===== src/rtl/bht_update_ctrl_pkg.sv =====
// Shared definitions for the branch history table update path.
// Holds the default index width, the 65-bit update entry layout with its field
// offsets, the controller state encodings and a small entry packing helper.
package bht_update_ctrl_pkg;

  // Default table index width; the table instance uses the same value.
  localparam int BHT_INDEX_LEN = 8;

  // Update entry layout {pc[31:0], target[31:0], taken}.
  localparam int ENT_W          = 65;
  localparam int ENT_TAKEN_LSB  = 0;
  localparam int ENT_TARGET_LSB = 1;
  localparam int ENT_PC_LSB     = 33;

  // Controller states: SWEEP initialises every table index, RUN forwards updates.
  typedef enum logic {
    ST_SWEEP = 1'b0,
    ST_RUN   = 1'b1
  } bht_state_t;

  // Builds one update entry from its fields.
  function automatic logic [ENT_W-1:0] bht_pack_ent(input logic [31:0] pc,
                                                    input logic [31:0] target,
                                                    input logic        taken);
    logic [ENT_W-1:0] ent;
    ent                          = '0;
    ent[ENT_PC_LSB +: 32]        = pc;
    ent[ENT_TARGET_LSB +: 32]    = target;
    ent[ENT_TAKEN_LSB]           = taken;
    return ent;
  endfunction

endpackage


===== src/rtl/bht_upd_fifo.sv =====
// Purpose: in-order update buffer, up to two writes and one read per cycle, with count.
// Latency: a write is visible at rd_dat the cycle after it is written; no write-to-read bypass.
// Backpressure: none internally; the caller must only write when enough free slots exist.
module bht_upd_fifo
  import bht_update_ctrl_pkg::*;
#(
  parameter int DEPTH = 4,
  parameter int W     = ENT_W
) (
  input  logic                       clk,
  input  logic                       rst,
  input  logic [1:0]                 wr_n,
  input  logic [W-1:0]               wr_a_dat,
  input  logic [W-1:0]               wr_b_dat,
  input  logic                       rd_en,
  output logic [W-1:0]               rd_dat,
  output logic [$clog2(DEPTH+1)-1:0] count
);

  localparam int PTR_W = $clog2(DEPTH);
  localparam int CNT_W = $clog2(DEPTH+1);

  if ((DEPTH < 2) || ((DEPTH & (DEPTH - 1)) != 0)) begin : g_bad_depth
    $error("bht_upd_fifo: DEPTH must be a power of two and at least 2");
  end

  logic [W-1:0]     mem [DEPTH];
  logic [PTR_W-1:0] wr_ptr;
  logic [PTR_W-1:0] rd_ptr;
  logic             wr_a_en;
  logic             wr_b_en;

  // Slot A is the older entry; slot B is only written when two arrive together.
  assign wr_a_en = (wr_n != 2'd0);
  assign wr_b_en = (wr_n == 2'd2);
  assign rd_dat  = mem[rd_ptr];

  // Storage writes; contents need no reset since count gates every read.
  always_ff @(posedge clk) begin
    if (wr_a_en) mem[wr_ptr] <= wr_a_dat;
    if (wr_b_en) mem[wr_ptr + PTR_W'(1)] <= wr_b_dat;
  end

  // Pointers wrap naturally at DEPTH; count tracks occupancy.
  always_ff @(posedge clk) begin
    if (rst) begin
      wr_ptr <= '0;
      rd_ptr <= '0;
      count  <= '0;
    end else begin
      wr_ptr <= wr_ptr + PTR_W'(wr_n);
      rd_ptr <= rd_ptr + PTR_W'(rd_en);
      count  <= count + CNT_W'(wr_n) - CNT_W'(rd_en);
    end
  end

endmodule


===== src/rtl/bht_update_ctrl.sv =====
// Purpose: orders branch updates from two pipes into the BHT's single write port (BHT_INIT_SWEEP_EN adds a post-reset index sweep).
// Latency: an update accepted in cycle N is presented to the table at the earliest in cycle N+1.
// Backpressure: upd_ready low when fewer than two slots are free; valid requests seen then are dropped and counted.
module bht_update_ctrl
  import bht_update_ctrl_pkg::*;
#(
  parameter int INDEX_LEN = BHT_INDEX_LEN,
  parameter int DEPTH     = 4
) (
  input  logic        clk,
  input  logic        rst,
  input  logic        req0_valid,
  input  logic [31:0] req0_pc,
  input  logic [31:0] req0_target,
  input  logic        req0_taken,
  input  logic        req1_valid,
  input  logic [31:0] req1_pc,
  input  logic [31:0] req1_target,
  input  logic        req1_taken,
  output logic        upd_ready,
  output logic        br_update,
  output logic [31:0] br_pc,
  output logic [31:0] br_target,
  output logic        br_is,
  output logic        init_busy,
  output logic [15:0] drop_cnt
);

  localparam int CNT_W = $clog2(DEPTH+1);

  if ((INDEX_LEN < 1) || (INDEX_LEN > 30)) begin : g_bad_index_len
    $error("bht_update_ctrl: INDEX_LEN must be in 1..30");
  end

  bht_state_t       state;
  logic             sweeping;
  logic [31:0]      sweep_pc;
  logic [CNT_W-1:0] count;
  logic [ENT_W-1:0] head;
  logic [ENT_W-1:0] wr_a_dat;
  logic [ENT_W-1:0] wr_b_dat;
  logic [1:0]       n_req;
  logic [1:0]       n_enq;
  logic [1:0]       n_drop;
  logic             pop;
  logic [16:0]      drop_sum;
  logic             strobe_q;
  logic [31:0]      hold_pc;
  logic [31:0]      hold_target;
  logic             hold_is;

`ifdef BHT_INIT_SWEEP_EN
  bht_state_t           state_next;
  logic [INDEX_LEN-1:0] idx;
  logic [INDEX_LEN-1:0] idx_next;

  // State and sweep index register; every reset restarts the sweep at index 0.
  always_ff @(posedge clk) begin
    if (rst) begin
      state <= ST_SWEEP;
      idx   <= '0;
    end else begin
      state <= state_next;
      idx   <= idx_next;
    end
  end

  // Walk one index per cycle, move to RUN once the last index has been issued.
  always_comb begin
    state_next = state;
    idx_next   = idx;
    case (state)
      ST_SWEEP: begin
        idx_next = idx + 1'b1;
        if (idx == '1) state_next = ST_RUN;
      end
      ST_RUN:  state_next = ST_RUN;
      default: state_next = ST_RUN;
    endcase
  end

  assign sweep_pc = 32'({idx, 2'b00});
`else
  assign state    = ST_RUN;
  assign sweep_pc = '0;
`endif

  assign sweeping  = (state == ST_SWEEP);
  assign init_busy = sweeping;

  // Two free slots are required so a dual request is never split.
  assign upd_ready = !sweeping && (count <= CNT_W'(DEPTH - 2));

  assign n_req  = {1'b0, req0_valid} + {1'b0, req1_valid};
  assign n_enq  = upd_ready ? n_req : 2'd0;
  assign n_drop = upd_ready ? 2'd0 : n_req;

  // Compact the pair so the older valid request always lands in slot A.
  assign wr_a_dat = req0_valid ? bht_pack_ent(req0_pc, req0_target, req0_taken)
                               : bht_pack_ent(req1_pc, req1_target, req1_taken);
  assign wr_b_dat = bht_pack_ent(req1_pc, req1_target, req1_taken);

  // Head is only popped when it was already present at the start of the cycle.
  assign pop = !sweeping && (count != '0);

  bht_upd_fifo #(
    .DEPTH (DEPTH),
    .W     (ENT_W)
  ) u_fifo (
    .clk      (clk),
    .rst      (rst),
    .wr_n     (n_enq),
    .wr_a_dat (wr_a_dat),
    .wr_b_dat (wr_b_dat),
    .rd_en    (pop),
    .rd_dat   (head),
    .count    (count)
  );

  // Saturating sum of dropped requests for this cycle.
  always_comb begin
    drop_sum = {1'b0, drop_cnt} + 17'(n_drop);
  end

  // Drop counter, cleared by reset and pinned at all-ones.
  always_ff @(posedge clk) begin
    if (rst) begin
      drop_cnt <= '0;
    end else if (n_drop != 2'd0) begin
      drop_cnt <= drop_sum[16] ? 16'hFFFF : drop_sum[15:0];
    end
  end

  // Sweep writes are registered here; popped entries are latched so the
  // table-side data holds its last value while the buffer is empty.
  always_ff @(posedge clk) begin
    if (rst) begin
      strobe_q    <= 1'b0;
      hold_pc     <= '0;
      hold_target <= '0;
      hold_is     <= 1'b0;
    end else begin
      strobe_q <= sweeping;
      if (sweeping) begin
        hold_pc     <= sweep_pc;
        hold_target <= sweep_pc + 32'd8;
        hold_is     <= 1'b1;
      end else if (pop) begin
        hold_pc     <= head[ENT_PC_LSB +: 32];
        hold_target <= head[ENT_TARGET_LSB +: 32];
        hold_is     <= head[ENT_TAKEN_LSB];
      end
    end
  end

  // Table port is driven only from state: buffered head when present, else held data.
  assign br_update = strobe_q | pop;
  assign br_pc     = pop ? head[ENT_PC_LSB +: 32]     : hold_pc;
  assign br_target = pop ? head[ENT_TARGET_LSB +: 32] : hold_target;
  assign br_is     = pop ? head[ENT_TAKEN_LSB]        : hold_is;

endmodule


===== config.mk =====
export PLATFORM = sky130hd
export DESIGN_NAME = bht_update_ctrl
export DESIGN_NICKNAME = d
export VERILOG_FILES = /design/src/rtl/bht_update_ctrl_pkg.sv /design/src/rtl/bht_upd_fifo.sv /design/src/rtl/bht_update_ctrl.sv
export SDC_FILE = /design/constraint.sdc
export NUM_CORES = 1
export LEC_CHECK = 0
export ABC_AREA = 1
export BUFFER_PORTS_ARGS = -buffer_cell sky130_fd_sc_hd__buf_2
export CAP_MARGIN = 20
export CORE_ASPECT_RATIO = 0.9
export CORE_MARGIN = 5
export CORE_UTILIZATION = 50
export DETAILED_ROUTE_END_ITERATION = 6
export PLACE_DENSITY = 0.7
export SYNTH_ARGS = -nofsm -noshare
export SYNTH_HDL_FRONTEND = slang
export SYNTH_SLANG_ARGS = --single-unit

===== constraint.sdc =====
create_clock -name clk -period 16.1 [get_ports clk]
set_input_delay 0.805 -clock clk [delete_from_list [all_inputs] [get_ports clk]]
set_output_delay 0.805 -clock clk [all_outputs]
set_load 0.005 [all_outputs]

* Word level (Yosys, flattened, before mapping)
Memories as Yosys holds them, arrays and structs flattened. A register that Yosys moved wholly into a read port is not among the register bits. Cells that the tools add are included.
Word-level totals: register bits 88, RAM bits 260, output and inout bits 84, input port bits 134, memories 1
Memories:
- u_fifo.mem | depth 4, bits a word 65, rd ports 1, clocked after memory_dff 1, wr ports 2, RTL line bht_upd_fifo.sv:27 | logic [W-1:0] mem [DEPTH];
Operators by class: reductions and logical operators 3, eq/ne operators 1, muxes and demuxes 12, add/subtract/negate cells 7, order comparisons 1
Operators with widths (count):
- 65-bit 2-to-1 mux | 1
- 32-bit 2-to-1 mux | 2
- 16-bit by 2-bit adder with 17-bit output | 1
- 16-bit 2-to-1 mux | 1
- 2-bit 2-to-1 mux | 3
- 1-bit 2-to-1 mux | 5
- 2-bit nonzero test | 2
- 3-bit by 2-bit adder with 3-bit output | 1
- 3-bit by 2-bit <= comparator with 1-bit output, second input constant | 1
- 3-bit nonzero test | 1
- 3-bit by 1-bit subtractor with 3-bit output | 1
- 1-bit by 1-bit adder with 2-bit output | 1
- 2-bit by 1-bit adder with 2-bit output | 1
- 2-bit by 1-bit adder with 2-bit output, second input constant | 1
- 2-bit adder | 1
- 2-bit == test, second input constant | 1

* Depth between registers and ports, before layout
Gate-level depths: netlist of run 1.
depth after elaboration 5, depth in mapped cells 15

* Cells and area by module
From an unflattened synthesis of run 1, not the netlist that was laid out.
Second synthesis, totals: cells, all modules 2136, area total of the unflattened synthesis 18272.5 sq um
Modules (own cells, without submodules):
- bht_upd_fifo | cells an instance 1463, instances 1, sequential area each 7947.6 sq um, area each 13635.6 sq um
- bht_update_ctrl | cells an instance 673, instances 1, sequential area each 1621.6 sq um, area each 4636.9 sq um

* Worst setup path after synthesis of run 1
OpenSTA, ideal clock, no wires.
path type input port to flip-flop, start point input port req0_valid, end point memory u_fifo.mem[3][0] in the netlist's numbering, enable pin, data required time 15.516 ns, stages 3, setup time 0.584 ns, setup slack 9.319 ns, arrival 6.197 ns, cells stage by stage ha_1 > o21ai_0 > o31ai_1
RTL lines:
- start, declared | RTL line bht_update_ctrl.sv:12 | input logic req0_valid,
- end, declared | RTL line bht_upd_fifo.sv:27

==> results of run 1 <==
## layer usage
metal / track usage [%] / vias to the layer above / wire (um)
met5: 0 / - / 0
met4: 6.84 / 0 / 1140
met3: 3.09 / 72 / 2870
met2: 40.0 / 461 / 21800
met1: 29.7 / 6599 / 18800
li1: - / 7100 / -
## power by group through the flow
stage          Clock, uW  Combinational (uW)  Sequential [uW]
6_report             828                1140             1320
3_3_place_gp           0                1130             1330
5_1_grt              874                1320             1340
3_5_place_dp           0                1160             1340
4_1_cts              839                1160             1320
2_1_floorplan          0                 771             1290
## area by class of cell
| class | instances | area share, % |
|---|---|---|
| Sequential cell | 348 | 49.0 |
| Tap cell | 462 | 2.96 |
| Multi-Input combinational cell | 1447 | 33.8 |
| Timing Repair Buffer | 228 | 6.12 |
| Inverter | 107 | 2.08 |
| Clock inverter | 14 | 0.468 |
| Clock buffer | 55 | 5.57 |
## worst paths after layout
path               startpoint           endpoint  slack (ps)  depth (start not counted)
max          u_fifo.rd_ptr[0]      br_target[20]       12110                          7
max reg2reg   u_fifo.count[1]  u_fifo.mem[0][47]       13180                          7
min           hold_target[14]    hold_target[14]         470                          2
min reg2reg   hold_target[14]    hold_target[14]         470                          2
## registers in the layout (all words and copies together) (netlist names)
name / flops
hold_target: 32
u_fifo.mem: 260
drop_cnt: 16
u_fifo.rd_ptr: 2
hold_is: 1
u_fifo.wr_ptr: 2
u_fifo.count: 3
hold_pc: 32
## cell usage in the layout, fill, tap and decap left out, types with 20 or more instances in the layout
| master | instances |
|---|---|
| o21ai_0 | 351 |
| edfxtp_1 | 260 |
| nor2_1 | 217 |
| o21ai_1 | 155 |
| dfxtp_1 | 86 |
| inv_1 | 102 |
| buf_2 | 214 |
| nand2_1 | 569 |
| a21oi_1 | 76 |
| o21ai_2 | 20 |
| clkbuf_16 | 41 |
## cells in the mapped netlist
cell        n
buf_2      27
nor2_4      2
inv_4       1
o21bai_1    1
nand2_2     6
clkinv_1    1
xnor2_1     5
nor2_2      1
dfxtp_1    88
xor2_1      3
nor2_1    217
buf_4      30
nand4_1     2
o31ai_1     1
nor2_8      1
o21ai_2    20
clkbuf_2    4
buf_1       3
conb_1      1
o21ai_0   351
nand2_1   573
o21ai_1   155
nand3_1    11
nor3_1      2
clkbuf_1   62
a21oi_1    76
ha_1        8
o22ai_1     1
nand3_2     3
nand3b_1    2
buf_6      11
nand2_4     2
edfxtp_1  260
fa_1        2
inv_2       2
inv_1     103
nand4_2     1
## worst max-delay path: cells and delay by family (launching register included)
kind                   cells  cell delay (ps)
AND/OR/NAND/NOR            3              290
AO/OA/AOI/OAI              1              340
flip-flops                 1              570
buffers and inverters      3             1340
## per-stage QoR
step / power, uW / setup WS (ps) / hold WS [ps] / utilization [%] / std cells
2_1_floorplan: 2060 / 9320 / 451 / - / 2039
3_3_place_gp: 2470 / 12320 / 459 / 53.9 / 2591
3_5_place_dp: 2500 / 12340 / 464 / 53.9 / 2591
4_1_cts: 3330 / 12100 / 473 / 57.3 / 2660
5_1_grt: 3530 / 11790 / 492 / 57.4 / 2661
6_report: 3290 / 12110 / 470 / 57.4 / 2661
## kinds of logic after synthesis
logic type | count (synthesis) | synth area share, %
compound gates | 605 | 18.0
fa+ha+maj | 10 | 0.812
flops | 348 | 55.5
xor+xnor | 8 | 0.406
buf+inv | 244 | 6.68
simple gates | 823 | 18.6
other cells | 1 | 0.0217
==> metrics.yaml, run 1 <==
syn2layout_area_growth_pct: 13.2
cts_buffers: 38
yosysWarnings: 0
drc: 0
clock_path_buffers: 3
initial_core_util_pct: 50.7
yosysUniqueCellTypes: 37
nets: 2314
crit_chain: "inv_4, buf_4, nor2_1, o21ai_0, nand2_1, nand2_1, buf_2"
postSynthCellCount: 2039
port_buffers: 216
power.density_nw_per_um2: 169
period_share_pct: 24.8
dr.pass1.iters: 5
cts_resized: 0
multiInputGateArea_um2: 6600
grt.total_usage_pct: 22.8
dieArea_um2: 38300
p_int_uw: 2090
avgViaCountPerCell: 5.35
worst_path_most_repeated_cell: "nand2_1"
gp_congestion: 0.831
peakVddDrop_mv: 0.110
synth_area_leader_cell: "edfxtp_1"
drtIter0Drc: 1069
netlist.area_leader.share_pct: 45.3
first_global_vias: 13800
worst-slew-pin-transition_ps: 1140
grt_start_max_net_pins: 116
p_seq_share_pct: 40.2
fmax_mhz: 251
startpoint_type: "register"
cap_viol_max_count: 0
syn_nets: 2183
ioPinCount: 218
critPathMaxFanout: 84
clk_pin_slew_worst_paths_ps: 60
max_slew_margin_pct: 24.2
holdBufCountCts: 0
avgSynthCellArea_um2: 8.46
comb_power_share_pct: 34.6
clk_latency_ps: 520
power_switching_uw: 1210
fin_crit_ps: 3990
h-tree-depth: 2
grt_overflow: 0
core_area_um2: 34000
clockRootBuffer: "clkbuf_16"
routedWlPerCell_um: 16.8
place_area_um2: 18300
hold_path.class: "register to register"
slew_violations: 0
worstPathRequired_ps: 15290
regArea_um2: 9580
outcome: "finished, final reports clean"
place_hpwl_mm: 26.6
vias: 14200
setup_viol: 0
hold_violations: 0
row_count: 64
endpoint_kind: "output port"
routed_wl_mm: 44.7
crit_type: "register to output port"
arrival_ps: 3180
clkPwrFrac_pct: 25.1
rsz0062_at_grt: "no"
seq_area_frac_synth_pct: 55.5
tns_ps: 0
postLayoutCellArea_um2: 19500
p_leak_uw: 0.00834
cts_setup_buffers: 0
worst_path_largest_cell_delay_ps: 750
die_x_um: 206
cts_tree: "yes"
die_h_um: 186
antenna_left: 0
synth.area.top_cells: "edfxtp_1 45%, nand2_1 12%, dfxtp_1 10%"
syn_area_um2: 17300
slowest_stage: "buf_4"
p_sw_share_pct: 36.6
fillers: 3071
cts.sinks: 348
antenna_found_initial: 0
drive_gt1_share_pct: 14.7
antenna_cells: 0
grt_pass1_wl_mm: 70.7
ys_ff_latch: 348
finalClockSkew_ps: 15.7
No activity file was read; power rests on OpenSTA's default activity.
==> inputs of run 2 (changes only) <==
ABC_AREA = 0   (was 1)
PLACE_DENSITY = 0.74   (was 0.7)
clock period = 3.4 ns   (was 16.1 ns; I/O delays follow)
==> run 2 against run 1 <==
Sequential share of layout area is 3.7 points lower. Register-to-register slack worse by 13000 ps. Design area is 8.3% higher. Highest routed layer unchanged.
==> metrics.yaml, run 2 <==
worstReg2RegEnd: "u_fifo.mem[3][4]"
synth.area.top_cells: "edfxtp_1 48%, mux2_2 19%, dfxtp_1 11%"
place_hpwl_mm: 22.1  # -17%
largest_register_ffs: 260  # unchanged
setup_viol: 0  # unchanged
syn2layout_area_growth_pct: 30.0
antenna_found_initial: 3  # +3
syn_area_um2: 16300  # -5.7%
fmax_mhz: 321
clockRootBuffer: "clkbuf_16"
grt_pass1_wl_mm: 63.9  # -9.6%
dp_cells: 1587  # -39%
cap_viol_max_count: 0  # unchanged
synthFlopType: "edfxtp_1"
cts_buffers: 38  # unchanged
power.density_nw_per_um2: 739  # +340%
worstPathRequired_ps: 3670  # -11,620 ps
clk_latency_ps: 530  # about the same
finalClockSkew_ps: 12.0  # -3.72 ps
nets: 1549  # -33%
cts_tree: "yes"
reg2reg_depth: 8  # +1
hold_violations: 0  # unchanged
grt_start_max_net_pins: 66  # -43%
die_x_um: 200  # -2.8%
cts.sinks: 348  # unchanged
row_count: 62  # -3.1%
clk_pin_slew_worst_paths_ps: 60  # about the same
startpoint_type: "register"
max_slew_margin_pct: 27.5  # +3.3 points
outcome: "finished, final reports clean"
synth_xor_area_share_pct: 0.539  # +0.13 points
top_register: "u_fifo.mem"
antenna_left: 0  # unchanged
port_buffers: 216  # unchanged
dieArea_um2: 36200  # -5.4%
ioPinCount: 218  # unchanged
dr.pass1.iters: 4  # -1
yosys.area_share.adder_pct: 0.862  # +0.049 points
rsz0062_at_grt: "no"
initial_core_util_pct: 50.8  # +0.067 points
ff2ff_setup_slack_ps: 290  # -12,890 ps
comb_power_share_pct: 34.7  # about the same
p_sw_share_pct: 29.3  # -7.3 points
p_seq_share_pct: 39.2  # -1.0 points
drc: 0  # unchanged
routed_wl_mm: 40.0  # -10%
avgViaCountPerCell: 5.57  # +4.1%
layout_commonest_cell: "mux2_2"
power_switching_uw: 4580  # +280%
synth_area_leader_cell: "edfxtp_1"
grt.total_usage_pct: 22.0  # -0.76 points
top_regs: "u_fifo.mem (260), hold_pc (32), hold_target (32)"
hold_path.class: "primary input to register"
arrival_ps: 3390  # +210 ps
place_area_um2: 18000  # -2.0%
crit_path_end: "u_fifo.mem[3][4]"
setup_ws_ps: 289  # -11,820 ps
synth-edff-count: 260  # unchanged
die_h_um: 181  # -2.8%
ys_ff_latch: 348  # unchanged
drive_gt1_share_pct: 45.4  # +31 points
avgSynthCellArea_um2: 16.3  # +93%
fin_crit_ps: 3110
netlist.area_leader.share_pct: 48.0  # +2.8 points
syn_nets: 1141  # -48%
period_share_pct: 91.5
core_area_um2: 32000  # -5.9%
routedWlPerCell_um: 21.6  # +29%
worst-slew-pin-transition_ps: 1090  # -48.9 ps
synth_top_cells_by_count: "275 x mux2_2, 260 x edfxtp_1, 88 x dfxtp_1"
yosys.area_share.simple_pct: 4.54  # -14 points
first_global_vias: 11200  # -19%
grt_overflow: 0  # unchanged
cts_resized: 0  # unchanged
synth_compound_area_share_pct: 1.35  # -17 points
postLayoutCellArea_um2: 21200  # +8.3%
whs_ps: 22.4  # -448 ps
reg2reg_from: "u_fifo.count[0]"
vias: 10300  # -27%
p_leak_uw: 0.00767  # -8.0%
synth_top_family_by_area: "multiplexers"
slew_violations: 0  # unchanged
endpoint_kind: "register"
peakVddDrop_mv: 0.420  # +280%
worstSetupStartpoint: "u_fifo.count[0]"
crit_type: "register to register"
p_int_uw: 11000  # +430%
seq_area_frac_synth_pct: 58.8  # +3.4 points
clock_path_buffers: 3  # unchanged
layout_common_cells: "275 x mux2_2, 260 x edfxtp_1, 215 x buf_2, 194 x dlygate4sd3_1, 86 x dfxtp_1"
place_ws_ps: 645  # -11,690 ps
synth.most_common_cell: "mux2_2"
postSynthCellCount: 997  # -51%
gp_congestion: 0.779  # -6.2%
clkPwrFrac_pct: 26.1  # +1.0 points
drtIter0Drc: 628  # -41%
synthMuxAreaShare_pct: 31.6  # +32 points
fillers: 2231  # -27%
critPathMaxFanout: 19  # -77%
yosysUniqueCellTypes: 47  # +27%
h-tree-depth: 2  # unchanged
async_flop_share_pct: 0  # unchanged
layoutNonFillerInstCount: 1854  # -30%
yosysWarnings: 0  # unchanged
## run 2: cell types whose count changed after synthesis, sizes merged, moves of 64 or more
| cell | previous run | this run |
|---|---|---|
| a21oi | 76 | 12 |
| inv | 106 | 16 |
| mux2 | 0 | 325 |
| mux4 | 0 | 65 |
| nand2 | 581 | 7 |
| nor2 | 221 | 12 |
| nor2b | 0 | 70 |
| o21ai | 526 | 4 |
## run 2: worst min path at each step
stage	end	cells after the start	start
2_1_floorplan	u_fifo.mem[3][14]	1	req1_target[13]
3_3_place_gp	u_fifo.mem[3][23]	2	req1_target[22]
3_5_place_dp	u_fifo.mem[3][53]	2	req1_pc[20]
4_1_cts	u_fifo.mem[1][47]	2	req0_pc[14]
5_1_grt	u_fifo.mem[0][47]	2	req0_pc[14]
6_report	u_fifo.mem[1][47]	2	req0_pc[14]
## run 2: area by class of cell
cell class                 instances  area, um2  area share, %
sequential                       348       9580           45.3
multi-input combinational        570       6400           30.3
timing repair buffer             431       3350           15.8
clock buffer                      64       1200           5.68
tap                              416        520           2.46
inverter                          16       60.1          0.284
clock inverter                     6       33.8          0.160
antenna                            3       7.51         0.0355
## run 2: routing by layer
layer	up-vias	GRT usage [%]	routed length (um)
met3	63	5.04	2510
li1	4705	-	-
met4	0	5.53	796
met5	-	0	0
met1	5248	28.6	16700
met2	305	37.9	20000
## run 2: power by group through the flow
stage / Clock, uW / Combinational [uW] / Sequential (uW)
floorplan: 0 / 3450 / 6000
global placement: 0 / 5150 / 6180
detailed placement: 0 / 5220 / 6220
CTS: 4130 / 5470 / 6140
global route: 4340 / 5880 / 6220
finish: 4070 / 5430 / 6120
## run 2: what timing repair did
item                                    in CTS  in global routing
hold buffers                               194                  0
hold endpoints to repair                   255                  0
setup buffers                                0                  0
endpoints found under the setup margin       0                  0
## run 2: worst max-delay path: stages, from the launching register on
cell,delay (ps)
dfxtp_1,380
a21o_4,250
inv_2,140
nand2_1,210
o31a_2,400
buf_4,390
buf_4,200
mux2_2,320
dlygate4sd3_1,540
## run 2: kinds of logic (layout without fill, tap and decap cells)
logic type / Yosys count / after routing
other cells: 1 / 4
flops: 348 / 348
fa+ha+maj: 10 / 10
compound gates: 33 / 33
simple gates: 124 / 124
buf+inv: 79 / 517
mux: 392 / 392
xor+xnor: 10 / 10
## run 2: metrics by stage
stage / power [uW] / TNS, ps / utilization, %
after CTS: 15700 / 0 / 66.0
final: 15600 / 0 / 66.0
after global routing: 16400 / 0 / 66.0
after global placement: 11300 / 0 / 56.1
after detailed placement: 11400 / 0 / 56.1
after floorplan: 9450 / -29320 / -
==> inputs of run 3 (changes only) <==
CORE_UTILIZATION = 52   (was 50)
PLACE_DENSITY = 0.76   (was 0.74)
==> run 3 against run 2 <==
Design area down 1.4%. Critical path depth fell by 1. Clock skew barely moved. Clock-buffer cell count down 6. Core utilization grew 1.4 points. Via count down 1.4%. Largest cell class unchanged. First-iteration DRC count is 18% lower. Combinational power decreased by 3%. Register-to-register slack improved by 60 ps. Global-route usage grew 0.46 points. Routed wire length down 2.3%. Worst hold slack worse by 2.0 ps.
==> metrics.yaml, run 3 (same netlist as run 2, synthesis figures left out) <==
outcome: "finished, final reports clean"
endpoint_kind: "register"
antenna_left: 0  # unchanged
setup_viol: 0  # unchanged
top_register: "u_fifo.mem"
antenna_found_initial: 2  # -1
grt_overflow: 0  # unchanged
grt_pass1_wl_mm: 61.7  # -3.4%
layout_commonest_cell: "mux2_2"
finalClockSkew_ps: 11.8  # -0.126 ps
nets: 1538  # -0.71%
arrival_ps: 3310  # -80 ps
drtIter0Drc: 512  # -18%
cap_viol_max_count: 0  # unchanged
h-tree-depth: 2  # unchanged
clk_pin_slew_worst_paths_ps: 60  # about the same
cts_setup_buffers: 0  # unchanged
p_leak_uw: 0.00755  # -1.6%
cts_resized: 0  # unchanged
port_buffers: 216  # unchanged
cts.sinks: 348  # unchanged
period_share_pct: 89.7  # -1.8 points
grt.total_usage_pct: 22.5  # +0.46 points
clock_path_buffers: 3  # unchanged
largest_register_ffs: 260  # unchanged
gp_congestion: 0.752  # -3.5%
holdBufCountCts: 184  # -5.2%
hold_violations: 0  # unchanged
routedWlPerCell_um: 21.3  # -1.1%
setup_ws_ps: 352  # +62.2 ps
place_hpwl_mm: 22.1  # +0.14%
drc: 0  # unchanged
dr.pass1.iters: 5  # +1
vias: 10200  # -1.4%
fin_crit_ps: 3050  # -62.2 ps
hold_path.class: "primary input to register"
drive_gt1_share_pct: 45.6  # +0.20 points
die_h_um: 178  # -1.8%
reg2reg_from: "u_fifo.count[0]"
syn2layout_area_growth_pct: 28.2
startpoint_type: "register"
clockRootBuffer: "clkbuf_16"
rsz0062_at_grt: "no"
max_slew_margin_pct: 28.3  # +0.86 points
place_ws_ps: 632  # -12.8 ps
ioPinCount: 218  # unchanged
cts_tree: "yes"
row_count: 61  # -1.6%
slew_violations: 0  # unchanged
initial_core_util_pct: 52.6  # +1.9 points
dieArea_um2: 34900  # -3.6%
regArea_um2: 9580  # unchanged
fillers: 2131  # -4.5%
peakVddDrop_mv: 0.437  # +3.9%
layout_common_cells: "275 x mux2_2, 260 x edfxtp_1, 215 x buf_2, 184 x dlygate4sd3_1, 86 x dfxtp_1"
routed_wl_mm: 39.1  # -2.3%
crit_type: "register to register"
cts_buffers: 37  # -2.6%
clk_latency_ps: 520  # about the same
critPathMaxFanout: 28  # +9
worstHoldStart: "req0_pc[10]"
multiInputGateArea_um2: 6400  # unchanged
die_x_um: 196  # -1.8%
worst-slew-pin-transition_ps: 1080  # -12.9 ps
first_global_vias: 11200  # -0.45%
core_area_um2: 30900  # -3.5%
worstPathRequired_ps: 3660  # about the same
fmax_mhz: 328  # +2.0%
avgViaCountPerCell: 5.56  # -0.21%
top_regs: "u_fifo.mem (260), hold_pc (32), hold_target (32)"
power.density_nw_per_um2: 730  # -1.1%
worstSetupStartpoint: "u_fifo.count[0]"
total_power_uw: 15200  # -2.5%
grt_start_max_net_pins: 66  # unchanged
## run 3: worst max-delay path, stage by stage (launching register included)
cell and delay [ps]:
dfxtp_1 340, a21o_4 300, inv_2 210, nand2_1 200, o21ai_4 500, buf_12 300
mux2_2 370, dlygate4sd3_1 560
## run 3: per-layer routing
layer / GRT usage (%) / vias up / wire (um)
met3: 4.40 / 56 / 2170
met4: 5.67 / 0 / 741
met5: 0 / - / 0
li1: - / 4680 / -
met1: 28.7 / 5164 / 16300
met2: 39.7 / 272 / 19800
## run 3: power by group
part	switching (uW)	total [uW]	internal, uW
Combinational	2460	5290	2830
Sequential	406	6150	5740
Clock	1600	3790	2190
## run 3: final timing paths
check | slack, ps | depth (start not counted) | end
worst min-delay path | 20 | 2 | u_fifo.mem[2][43]
worst max register to register | 350 | 7 | u_fifo.mem[0][0]
worst min register to register | 540 | 2 | drop_cnt[9]
worst max-delay path | 350 | 7 | u_fifo.mem[0][0]
## run 3: layout make-up
cell class              count  area share (%)
clock inverters             7           0.198
inverters                  16           0.288
flip-flops and latches    348            45.9
repair buffers            421            15.2
diodes                      2          0.0240
multi-input cells         570            30.7
well taps                 409            2.45
clock buffers              58            5.20
## run 3: stage by stage
stage	util (%)	setup TNS, ps	hold slack (ps)	area [um2]	std cells
final	67.5	0	20.4	20900	1831
after global routing	67.5	0	3.97	20900	1831
after CTS	67.5	0	1.50	20900	1829
after detailed placement	57.9	0	491	17900	1580
after global placement	57.9	0	490	17900	1580
after floorplan	-	-29320	371	16300	997
